`src/rtl/multicycle_control_fsm.sv`:
```
`default_nettype none
// ============================================================================
// Module      : multicycle_control_fsm
// Description : Main control FSM for a multi-cycle RV32I core. Sequences each
//               instruction through IF/ID/EX/MEM/WB, drives the datapath
//               strobes and mux selects, handshakes with variable-latency
//               memory via mem_ready and counts retired instructions.
//               Optional macro ECALL_HALT_EN: ECALL with halt_cond=1 halts
//               the core (sticky is_halted) instead of acting as a NOP.
// Revision    : 1.0 - initial release
// ============================================================================
module multicycle_control_fsm #(
    parameter int CNT_W = 32
) (
    input  logic             clk,
    input  logic             reset_n,
    input  logic [6:0]       opcode,
    input  logic             mem_ready,
    input  logic             bcond,
    input  logic             halt_cond,
    output logic             pc_write,
    output logic             pc_source,
    output logic             i_or_d,
    output logic             mem_read,
    output logic             mem_write,
    output logic             ir_write,
    output logic             reg_write,
    output logic [1:0]       wb_sel,
    output logic [1:0]       alu_src_a,
    output logic [1:0]       alu_src_b,
    output logic             ALU_op_sig,
    output logic             is_halted,
    output logic [CNT_W-1:0] instr_retired
);

    localparam logic [2:0] S_IF   = 3'd0;
    localparam logic [2:0] S_ID   = 3'd1;
    localparam logic [2:0] S_EX   = 3'd2;
    localparam logic [2:0] S_MEM  = 3'd3;
    localparam logic [2:0] S_WB   = 3'd4;
    localparam logic [2:0] S_HALT = 3'd5;

    localparam logic [6:0] OP_R     = 7'b0110011;
    localparam logic [6:0] OP_I     = 7'b0010011;
    localparam logic [6:0] OP_LOAD  = 7'b0000011;
    localparam logic [6:0] OP_STORE = 7'b0100011;
    localparam logic [6:0] OP_BR    = 7'b1100011;
    localparam logic [6:0] OP_JAL   = 7'b1101111;
    localparam logic [6:0] OP_JALR  = 7'b1100111;
    localparam logic [6:0] OP_ECALL = 7'b1110011;

    logic [2:0]       r_state;
    logic [2:0]       w_next_state;
    logic             w_retire;
    logic [CNT_W-1:0] r_count;

    // Next-state and output decode from current state, opcode and handshakes
    always_comb begin
        w_next_state = r_state;
        pc_write     = 1'b0;
        pc_source    = 1'b0;
        i_or_d       = 1'b0;
        mem_read     = 1'b0;
        mem_write    = 1'b0;
        ir_write     = 1'b0;
        reg_write    = 1'b0;
        wb_sel       = 2'b00;
        alu_src_a    = 2'b00;
        alu_src_b    = 2'b00;
        ALU_op_sig   = 1'b0;
        case (r_state)
            S_IF: begin
                // PC+4 is computed here; PC and IR commit on the same cycle
                mem_read  = 1'b1;
                alu_src_b = 2'b01;
                ir_write  = mem_ready;
                pc_write  = mem_ready;
                if (mem_ready) w_next_state = S_ID;
            end
            S_ID: begin
                // Speculative branch target old_pc+imm lands in ALUOut
                alu_src_a = 2'b01;
                alu_src_b = 2'b10;
                case (opcode)
                    OP_R, OP_I, OP_LOAD, OP_STORE,
                    OP_BR, OP_JAL, OP_JALR: w_next_state = S_EX;
`ifdef ECALL_HALT_EN
                    OP_ECALL: w_next_state = halt_cond ? S_HALT : S_IF;
`endif
                    default:  w_next_state = S_IF;
                endcase
            end
            S_EX: begin
                w_next_state = S_IF;
                case (opcode)
                    OP_R: begin
                        alu_src_a    = 2'b10;
                        ALU_op_sig   = 1'b1;
                        w_next_state = S_WB;
                    end
                    OP_I: begin
                        alu_src_a    = 2'b10;
                        alu_src_b    = 2'b10;
                        ALU_op_sig   = 1'b1;
                        w_next_state = S_WB;
                    end
                    OP_LOAD, OP_STORE: begin
                        alu_src_a    = 2'b10;
                        alu_src_b    = 2'b10;
                        ALU_op_sig   = 1'b1;
                        w_next_state = S_MEM;
                    end
                    OP_BR: begin
                        alu_src_a  = 2'b10;
                        ALU_op_sig = 1'b1;
                        pc_write   = bcond;
                        pc_source  = 1'b1;
                    end
                    OP_JAL, OP_JALR: begin
                        // Link (old PC+4) is written while the ALU forms the target
                        alu_src_a = (opcode == OP_JALR) ? 2'b10 : 2'b01;
                        alu_src_b = 2'b10;
                        reg_write = 1'b1;
                        wb_sel    = 2'b10;
                        pc_write  = 1'b1;
                    end
                    default: ;
                endcase
            end
            S_MEM: begin
                i_or_d    = 1'b1;
                mem_read  = (opcode == OP_LOAD);
                mem_write = (opcode == OP_STORE);
                if (mem_ready)
                    w_next_state = (opcode == OP_LOAD) ? S_WB : S_IF;
            end
            S_WB: begin
                reg_write    = 1'b1;
                wb_sel       = (opcode == OP_LOAD) ? 2'b01 : 2'b00;
                w_next_state = S_IF;
            end
            S_HALT: w_next_state = S_HALT;
            default: w_next_state = S_IF;
        endcase
        // Strobes must not leak while reset is held, even though IF asserts them
        if (!reset_n) begin
            pc_write  = 1'b0;
            ir_write  = 1'b0;
            reg_write = 1'b0;
            mem_read  = 1'b0;
            mem_write = 1'b0;
        end
    end

    // An instruction retires whenever a datapath state hands back to IF
    assign w_retire = (w_next_state == S_IF) &&
                      (r_state inside {S_ID, S_EX, S_MEM, S_WB});

    // State register
    always_ff @(posedge clk or negedge reset_n) begin
        if (!reset_n) r_state <= S_IF;
        else          r_state <= w_next_state;
    end

    // Retired-instruction counter, wraps naturally at 2^CNT_W
    always_ff @(posedge clk or negedge reset_n) begin
        if (!reset_n)      r_count <= '0;
        else if (w_retire) r_count <= r_count + CNT_W'(1);
    end

    assign instr_retired = r_count;

`ifdef ECALL_HALT_EN
    logic r_halted;

    // Sticky halt flag, cleared only by reset
    always_ff @(posedge clk or negedge reset_n) begin
        if (!reset_n)                    r_halted <= 1'b0;
        else if (w_next_state == S_HALT) r_halted <= 1'b1;
    end

    assign is_halted = r_halted;
`else
    logic w_unused_halt_cond;
    assign w_unused_halt_cond = halt_cond;
    assign is_halted          = 1'b0;
`endif

endmodule
`default_nettype wire

```
`config.mk`:
```
export PLATFORM = sky130hd
export DESIGN_NAME = multicycle_control_fsm
export DESIGN_NICKNAME = d
export VERILOG_FILES = /design/src/rtl/multicycle_control_fsm.sv
export SDC_FILE = /design/constraint.sdc
export NUM_CORES = 1
export LEC_CHECK = 0
export BUFFER_PORTS_ARGS = -buffer_cell sky130_fd_sc_hd__buf_4
export CELL_PAD_IN_SITES_DETAIL_PLACEMENT = 1
export CELL_PAD_IN_SITES_GLOBAL_PLACEMENT = 1
export CORE_UTILIZATION = 38
export CTS_CLUSTER_SIZE = 12
export DETAILED_ROUTE_END_ITERATION = 6
export PLACE_DENSITY = 0.86
export SYNTH_ARGS = -nofsm -noshare
export SYNTH_HDL_FRONTEND = slang
export SYNTH_SLANG_ARGS = --single-unit
```
`constraint.sdc`:
```
create_clock -name clk -period 2.61 [get_ports clk]
set_input_delay 0.1305 -clock clk [delete_from_list [all_inputs] [get_ports clk]]
set_output_delay 0.1305 -clock clk [all_outputs]
set_load 0.005 [all_outputs]
```
==> results.py, run 1 <==
metrics = {
    "grt": {
        "grt_pass1_vias": 1820,
        "grt_use_total_pct": 22.1,
        "grt_max_degree": 36,
        "overflow": 0,
        "grt_pass1_wl_um": 8920,
        "antenna_found_initial": 0,
    },
    "power_and_ir_drop": {
        "max-vdd-ir-drop_v": 0.000495,
        "power.static_leakage_nw": 1.23,
        "p_int_mw": 0.940,
        "seq_power_share_pct": 49.6,
        "cellPowerDensity_nw_per_um2": 532,
        "power_frac_clock_pct": 28.1,
        "swShare_pct": 30.7,
        "p_sw_mw": 0.416,
        "combPwrFrac_pct": 22.3,
    },
    "floorplan": {
        "core_area_um2": 4850,
        "initial_core_util_pct": 40.4,
        "fp.dieH_um": 73.8,
        "pin_count": 59,
        "die_w_um": 73.8,
        "die-area_um2": 5450,
        "rows": 25,
    },
    "clocking": {
        "clockBufferDepth": 2,
        "path_clk_slew_ps": 70,
        "cts_tree": "done",
        "worstSkewPairLatency_ps": 290,
        "ctsHoldBuffers": 1,
        "postCtsSetupBuffers": 0,
        "htreeDepth": 2,
        "cts_root_buf": "clkbuf_8",
        "cts_buffers": 5,
        "clkSinkCount": 35,
        "ctsResizeCount": 0,
    },
    "yosys": {
        "postSynthCellCount": 205,
        "yosysWarningCount": 0,
        "synth.avg_cell_area_um2": 9.56,
        "ys_types": 44,
        "synth_edf_count": 0,
        "syn_area_um2": 1960,
        "syn_nets": 218,
        "async_flop_share_pct": 100,
        "ys_ff_latch": 35,
        "synthFlopType": "dfrtp_1",
        "seq_area_frac_synth_pct": 44.7,
    },
    "finish": {
        "insertedDiodeCount": 0,
        "fin_util_pct": 52.5,
        "drive_above_1_share_pct": 26.6,
        "num-fill-cells": 593,
        "nNetsFinal": 279,
        "multi_input_area_um2": 1010,
        "seq_area_um2": 876,
        "synthToLayoutAreaGrowth_pct": 29.9,
    },
    "critical_path": {
        "worstPathRequired_ps": 2780,
        "cp-start-kind": "flip-flop",
        "worstPathMaxFanout": 10,
        "timing.rr.end": "instr_retired[5]",
        "worstSetupEndpointType": "flip-flop",
        "r2r_start": "r_state[1]",
        "r2r_slack_ps": 330,
        "ff2ff_path_depth": 6,
        "cp.arrival_ps": 2450,
        "crit_type": "reg -> reg",
    },
    "routing": {
        "drt-initial-drc-count": 115,
        "routed_wl_um": 5490,
        "via_per_inst": 5.34,
        "wl_per_cell_um": 16.4,
        "vias": 1785,
        "drc_errors": 0,
        "firstDrtPassIters": 4,
        "antenna_left": 0,
    },
    "place": {
        "port_buffers": 56,
        "gp_congestion": 0.837,
        "dp_hpwl_um": 4280,
    },
    "run": {
        "maxCapViolations": 0,
    },
    "sta": {
        "relSlewSlack_pct": 45.6,
        "post-route-period-util_pct": 87.3,
        "hold_violations": 0,
        "tightest_slew_ps": 808,
        "finalSetupTns_ps": 0,
        "rsz0062_at_grt": "false",
        "skew_ps": 7.02,
        "period_minus_slack_ps": 2280,
        "setup_viol": 0,
        "fmax_mhz": 439,
        "maxSlewViolCount": 0,
    },
    "hold_path": {
        "min_path_cells": 3,
        "hold_path_end": "r_state[0]",
        "hp-start": "mem_ready",
        "worst_hold_path_type": "in -> reg",
    },
    "status": {
        "status": "finished, final reports clean",
    },
}
==> area by class of cell <==
cell class,instances,share of cell area [%]
Sequential cell,35,34.4
Clock inverter,1,0.197
Multi-Input combinational cell,155,39.7
Tap cell,67,3.29
Inverter,7,1.03
Timing Repair Buffer,62,18.4
Clock buffer,7,3.00
==> metal layers <==
| metal | routed length (um) | GRT usage [%] | vias to the layer above |
|---|---|---|---|
| li1 | - | - | 849 |
| met1 | 2360 | 26.5 | 877 |
| met2 | 2780 | 37.7 | 50 |
| met3 | 251 | 5.76 | 9 |
| met4 | 97 | 8.76 | 0 |
| met5 | 0 | 0 | - |
==> kinds of logic (layout without fill, tap and decap cells) <==
group / count (synthesis) / in the layout / share of synthesized area (%)
AND/OR/NAND/NOR: 98 / 98 / 27.4
flip-flops: 35 / 35 / 44.7
XOR/XNOR: 31 / 31 / 13.8
AO/OA/AOI/OAI: 23 / 23 / 9.00
buffers and inverters: 15 / 77 / 3.77
adder cells (fa/ha/maj): 1 / 1 / 0.638
other: 1 / 1 / 0.191
multiplexers: 1 / 1 / 0.511
==> metrics by stage <==
step	std cells	setup WS (ps)	hold slack (ps)	instance area, um^2	power [mW]
3_3_place_gp	325	405	203	2450	0.958
3_5_place_dp	325	362	212	2450	0.984
2_1_floorplan	205	633	-165	1960	0.809
4_1_cts	334	322	234	2550	1.37
6_report	334	331	234	2550	1.36
5_1_grt	334	188	259	2550	1.43
==> worst max-delay path: stages (launching register included) <==
cell and delay (ps):
dfrtp_1 520, or3b_1 450, nor4_2 370, nor2_2 140, and3_1 300, and3_1 220, xor2_1 140
==> sequential cells by signal (all words and copies together) (netlist names) <==
signal	flops
r_state	3
instr_retired	32
==> layout by cell type, fill, tap and decap left out, drive strengths merged, types with 2 or more instances in the layout <==
cell type,netlist,final
o21ai,4,4
nand4,11,11
o31a,2,2
nand3,16,16
inv,7,7
a21oi,5,5
nor3,3,3
nor2,18,18
xnor2,21,21
dfrtp,35,35
and3,11,11
nor4,5,5
nand2b,5,5
xor2,10,10
buf,5,61
a211oi,2,2
clkbuf,3,7
nand2,17,17
and4,5,5
==> worst max path at each step <==
| stage | from | to | slack (ps) | depth (start not counted) |
|---|---|---|---|---|
| 6_report | r_state[1] | instr_retired[5] | 330 | 6 |
| 4_1_cts | r_state[1] | instr_retired[5] | 320 | 6 |
| 3_3_place_gp | opcode[2] | instr_retired[5] | 410 | 7 |
| 2_1_floorplan | r_state[1] | instr_retired[5] | 630 | 8 |
| 3_5_place_dp | opcode[2] | instr_retired[5] | 360 | 7 |
| 5_1_grt | r_state[1] | instr_retired[5] | 190 | 6 |
==> synth_stat cells (all sizes together), types with 2 or more instances <==
| library cell | number | area share (%) |
|---|---|---|
| a211oi | 2 | 0.77 |
| a21oi | 5 | 1.3 |
| and3 | 11 | 3.5 |
| and4 | 5 | 2.2 |
| buf | 5 | 1.9 |
| clkbuf | 3 | 0.57 |
| dfrtp | 35 | 45 |
| inv | 7 | 1.3 |
| nand2 | 17 | 3.3 |
| nand2b | 5 | 1.7 |
| nand3 | 16 | 4.1 |
| nand4 | 11 | 3.5 |
| nor2 | 18 | 3.6 |
| nor3 | 3 | 0.77 |
| nor4 | 5 | 1.9 |
| o21ai | 4 | 1.0 |
| o31a | 2 | 0.89 |
| xnor2 | 21 | 9.4 |
| xor2 | 10 | 4.5 |
==> power groups by stage <==
stage | clock [mW] | sequential [mW] | combinational (mW)
after floorplan | 0 | 0.666 | 0.144
after global placement | 0 | 0.674 | 0.284
after detailed placement | 0 | 0.680 | 0.304
after CTS | 0.392 | 0.671 | 0.308
after global routing | 0.414 | 0.681 | 0.338
final | 0.381 | 0.672 | 0.303
(Power assumes the default switching activity.)
==> inputs of run 2 (changes only) <==
- REMOVE_ABC_BUFFERS: default -> 1
- TNS_END_PERCENT: default -> 50
==> run 2 against run 1 <==
- hold slack got worse by 3.4 ps
- largest cell class unchanged
- critical endpoint unchanged
- critical path depth did not move
- clock-buffer cell count rose by 1
- routed wire length fell by 1.6%
- largest power group unchanged
- highest routed layer unchanged
- clock skew fell by 1.6 ps
- register-to-register slack worse by 70 ps
- core utilization is 0.23 points higher
- sequential share of layout area is 0.15 points lower
==> results.py, run 2 (synthesis gave the netlist of run 1 again) <==
metrics = {
    "grt": {
        "grt_pass1_vias": 1786,
        "overflow": 0,
        "grt_pass1_wl_um": 8950,
        "antenna_found_initial": 0,
        "grt_use_total_pct": 22.0,
        "grt_max_degree": 36,
    },
    "finish": {
        "nNetsFinal": 278,
        "layout_common_cells": "60 x buf_4, 35 x dfrtp_1, 21 x xnor2_1",
        "insertedDiodeCount": 0,
        "synthToLayoutAreaGrowth_pct": 30.4,
        "final_common_cell": "buf_4",
        "fin_cells": 333,
        "fin_util_pct": 52.7,
        "largest_reg_flops": 32,
        "drive_above_1_share_pct": 26.7,
        "fin_area_um2": 2560,
    },
    "sta": {
        "maxSlewViolCount": 0,
        "hold_violations": 0,
        "finalSetupTns_ps": 0,
        "timing.hold.ws_ps": 231,
        "fin_ws_ps": 262,
        "fmax_mhz": 426,
        "relSlewSlack_pct": 48.2,
        "skew_ps": 5.44,
        "rsz0062_at_grt": "false",
        "post-route-period-util_pct": 89.9,
        "period_minus_slack_ps": 2350,
        "tightest_slew_ps": 770,
        "setup_viol": 0,
    },
    "routing": {
        "via_per_inst": 5.37,
        "firstDrtPassIters": 4,
        "routed_wl_um": 5400,
        "wl_per_cell_um": 16.2,
        "vias": 1787,
        "antenna_left": 0,
        "drt-initial-drc-count": 130,
        "drc_errors": 0,
    },
    "floorplan": {
        "pin_count": 59,
        "fp.dieH_um": 73.8,
        "die-area_um2": 5450,
        "core_area_um2": 4850,
        "initial_core_util_pct": 40.4,
        "die_w_um": 73.8,
        "rows": 25,
    },
    "critical_path": {
        "slowest_stage": "dfrtp_1",
        "cp.arrival_ps": 2520,
        "worstPathRequired_ps": 2780,
        "critical_path.most_common_cell": "and3_1",
        "worstSetupEndpointType": "flip-flop",
        "crit_path_cell_trace": "or3b_1 -> nor4_2 -> nor2_2 -> and3_1 -> and3_1 -> xor2_1",
        "cp-start-kind": "flip-flop",
        "slowest_delay_ps": 520,
        "worstPathMaxFanout": 13,
        "crit_type": "reg -> reg",
    },
    "clocking": {
        "ctsHoldBuffers": 1,
        "postCtsSetupBuffers": 0,
        "cts_tree": "done",
        "clockBufferDepth": 2,
        "cts_root_buf": "clkbuf_8",
        "ctsResizeCount": 0,
        "worstSkewPairLatency_ps": 300,
        "path_clk_slew_ps": 70,
        "clkSinkCount": 35,
        "htreeDepth": 2,
        "cts_buffers": 5,
    },
    "hold_path": {
        "worst_hold_path_type": "in -> reg",
    },
    "status": {
        "status": "finished, final reports clean",
    },
    "place": {
        "port_buffers": 56,
        "dpl_worst_slack_ps": 323,
        "placed_area_um2": 2450,
        "gp_congestion": 0.821,
        "dp_hpwl_um": 4090,
        "dpl.cell_count": 324,
    },
    "power_and_ir_drop": {
        "power.static_leakage_nw": 1.23,
        "cellPowerDensity_nw_per_um2": 552,
        "p_total_mw": 1.41,
        "max-vdd-ir-drop_v": 0.000562,
    },
    "run": {
        "maxCapViolations": 0,
    },
}
-- run 2: changes by cell type in the layout (fill, tap and decap cells not counted) --
| cell | change |
|---|---|
| clkbuf_8 | +2 |
| clkbuf_1 | -1 |
| clkinv_2 | -1 |
| buf_4 | -1 |
-- run 2: final timing paths --
| check | endpoint | slack, ps | startpoint | cells after the start |
|---|---|---|---|---|
| hold / removal | r_state[0] | 230 | mem_ready | 3 |
| setup reg to reg | instr_retired[5] | 260 | r_state[2] | 6 |
| setup / recovery | instr_retired[5] | 260 | r_state[2] | 6 |
| hold reg to reg | instr_retired[31] | 480 | instr_retired[31] | 1 |
| max in group asynchronous | instr_retired[2] | 1860 | reset_n | 3 |
| min in group asynchronous | instr_retired[22] | 430 | reset_n | 3 |
-- run 2: power by group --
| part | internal, mW | switching (mW) |
|---|---|---|
| registers | 0.596 | 0.0768 |
| clock network | 0.241 | 0.195 |
| logic | 0.156 | 0.147 |
| total | 0.993 | 0.419 |
-- run 2: cell type report --
| cell class | instances | area, um^2 |
|---|---|---|
| fillers | 579 | 2290 |
| repair buffers | 61 | 460 |
| multi-input cells | 155 | 1010 |
| inverters | 7 | 26.3 |
| well taps | 67 | 83.8 |
| flip-flops and latches | 35 | 876 |
| clock buffers | 8 | 100 |
-- run 2: critical path, delay by kind of cell (launching register included) --
kind / cells / cell delay (ps)
simple gates: 5 / 1560
xor+xnor: 1 / 150
flops: 1 / 520
-- run 2: metal layers --
layer | global-route usage [%] | part of all wire, % | routed length, um | vias up
met5 | 0 | 0 | 0 | -
met4 | 7.05 | 1.3 | 68 | 0
met3 | 4.53 | 4.6 | 249 | 6
met2 | 37.2 | 50 | 2700 | 49
met1 | 28.0 | 44 | 2380 | 881
li1 | - | - | - | 851
==> inputs of run 3 (changes only) <==
- PLACE_DENSITY: 0.86 -> default
- PLACE_DENSITY_LB_ADDON: default -> 0.1
==> run 3 against run 2 <==
- non-clock buffer count did not move
- fmax is 1.9% higher
- clock skew up 2.0 ps
- register-to-register slack improved by 40 ps
- routed wire length is 2.7% lower
- critical path type unchanged
- die area unchanged
- largest power group unchanged
==> results.py, run 3 (synthesis gave the netlist of run 1 again) <==
metrics = {
    "power_and_ir_drop": {
        "p_total_mw": 1.55,
        "max-vdd-ir-drop_v": 0.000480,
        "power.static_leakage_nw": 1.25,
        "cellPowerDensity_nw_per_um2": 598,
    },
    "routing": {
        "routed_wl_um": 5260,
        "vias": 1744,
        "firstDrtPassIters": 4,
        "antenna_left": 0,
        "via_per_inst": 5.24,
        "wl_per_cell_um": 15.8,
        "drc_errors": 0,
        "drt-initial-drc-count": 96,
    },
    "finish": {
        "largest_reg_flops": 32,
        "layout_common_cells": "60 x buf_4, 35 x dfrtp_1, 21 x xnor2_1",
        "final_common_cell": "buf_4",
        "multi_input_area_um2": 1010,
        "num-fill-cells": 555,
        "seq_area_um2": 876,
        "nNetsFinal": 278,
        "synthToLayoutAreaGrowth_pct": 32.3,
        "insertedDiodeCount": 0,
        "drive_above_1_share_pct": 27.1,
    },
    "critical_path": {
        "worstSetupEndpointType": "flip-flop",
        "ff2ff_path_depth": 6,
        "crit_type": "reg -> reg",
        "cp_num_buf_inv": 0,
        "cp-start-kind": "flip-flop",
        "worstPathMaxFanout": 10,
        "slowest_stage": "dfrtp_1",
        "slowest_delay_ps": 490,
        "crit_family": "simple AND/OR/NAND/NOR gates",
        "cp.arrival_ps": 2470,
        "crit_path_cell_trace": "nand2b_1 -> and3_1 -> a211oi_1 -> and4_1 -> nand4_1 -> xnor2_1",
        "cp.depth": 6,
        "worstPathRequired_ps": 2780,
    },
    "clocking": {
        "cts_tree": "done",
        "cts_buffers": 5,
        "clockBufferDepth": 2,
        "postCtsSetupBuffers": 0,
        "clkSinkCount": 35,
        "ctsResizeCount": 0,
        "cts_root_buf": "clkbuf_8",
        "ctsHoldBuffers": 1,
        "path_clk_slew_ps": 80,
        "htreeDepth": 2,
        "worstSkewPairLatency_ps": 290,
    },
    "sta": {
        "relSlewSlack_pct": 52.1,
        "rsz0062_at_grt": "false",
        "post-route-period-util_pct": 88.2,
        "setup_viol": 0,
        "maxSlewViolCount": 0,
        "hold_violations": 0,
        "period_minus_slack_ps": 2300,
        "finalSetupTns_ps": 0,
        "tightest_slew_ps": 711,
        "skew_ps": 7.47,
        "fmax_mhz": 434,
    },
    "hold_path": {
        "min_path_cells": 3,
        "worst_hold_path_type": "in -> reg",
    },
    "floorplan": {
        "core_area_um2": 4850,
        "pin_count": 59,
        "rows": 25,
        "die_w_um": 73.8,
        "initial_core_util_pct": 40.4,
        "die-area_um2": 5450,
        "fp.dieH_um": 73.8,
    },
    "place": {
        "dp_hpwl_um": 3920,
        "gp_congestion": 0.823,
        "port_buffers": 56,
    },
    "grt": {
        "grt_pass1_wl_um": 8740,
        "grt_max_degree": 37,
        "grt_use_total_pct": 21.3,
        "grt_pass1_vias": 1745,
        "antenna_found_initial": 0,
        "overflow": 0,
    },
    "status": {
        "status": "finished, final reports clean",
    },
    "run": {
        "maxCapViolations": 0,
    },
}
run 3: cell types whose count changed in the layout (fill, tap and decap cells not counted), sizes merged:
cell      change
clkbuf        -3
bufinv        +2
clkinvlp      +1
run 3: stage by stage:
stage	util [%]	instance area (um^2)	hold slack [ps]	worst slack (ps)	cells
floorplan	-	1910	-165	587	197
global placement	50.5	2450	128	389	324
detailed placement	50.5	2450	127	341	324
CTS	53.5	2590	216	310	333
global route	53.5	2590	255	199	333
finish	53.5	2590	221	307	333
run 3: final timing paths:
path | startpoint | endpoint | slack (ps)
max in group asynchronous | reset_n | instr_retired[19] | 1910
min | mem_ready | r_state[0] | 220
max | r_state[1] | instr_retired[25] | 310
min in group asynchronous | reset_n | r_state[0] | 350
min reg2reg | instr_retired[31] | instr_retired[31] | 480
max reg2reg | r_state[1] | instr_retired[25] | 310
run 3: power breakdown:
group          switching, mW  internal [mW]
Sequential            0.0689          0.596
Clock                  0.207          0.381
Combinational          0.145          0.155
run 3: layout make-up:
| type | instances | area share (%) |
|---|---|---|
| multi-input combinational | 155 | 39.0 |
| clock inverter | 3 | 2.60 |
| tap | 67 | 3.23 |
| timing repair buffer | 61 | 17.8 |
| clock buffer | 5 | 2.65 |
| sequential | 35 | 33.8 |
| inverter | 7 | 1.01 |
run 3: tightest hold or removal path: stages:
cell	delay, ps
buf_4	140
mux2i_1	130
o31ai_1	80
run 3: layer usage:
layer | routed length, um | up-vias | GRT usage, % | part of all wire [%]
met5 | 0 | - | 0 | 0
met4 | 70 | 0 | 7.26 | 1.3
met3 | 220 | 7 | 4.66 | 4.2
met2 | 2520 | 50 | 35.0 | 48
met1 | 2440 | 841 | 27.8 | 46
li1 | - | 846 | - | -
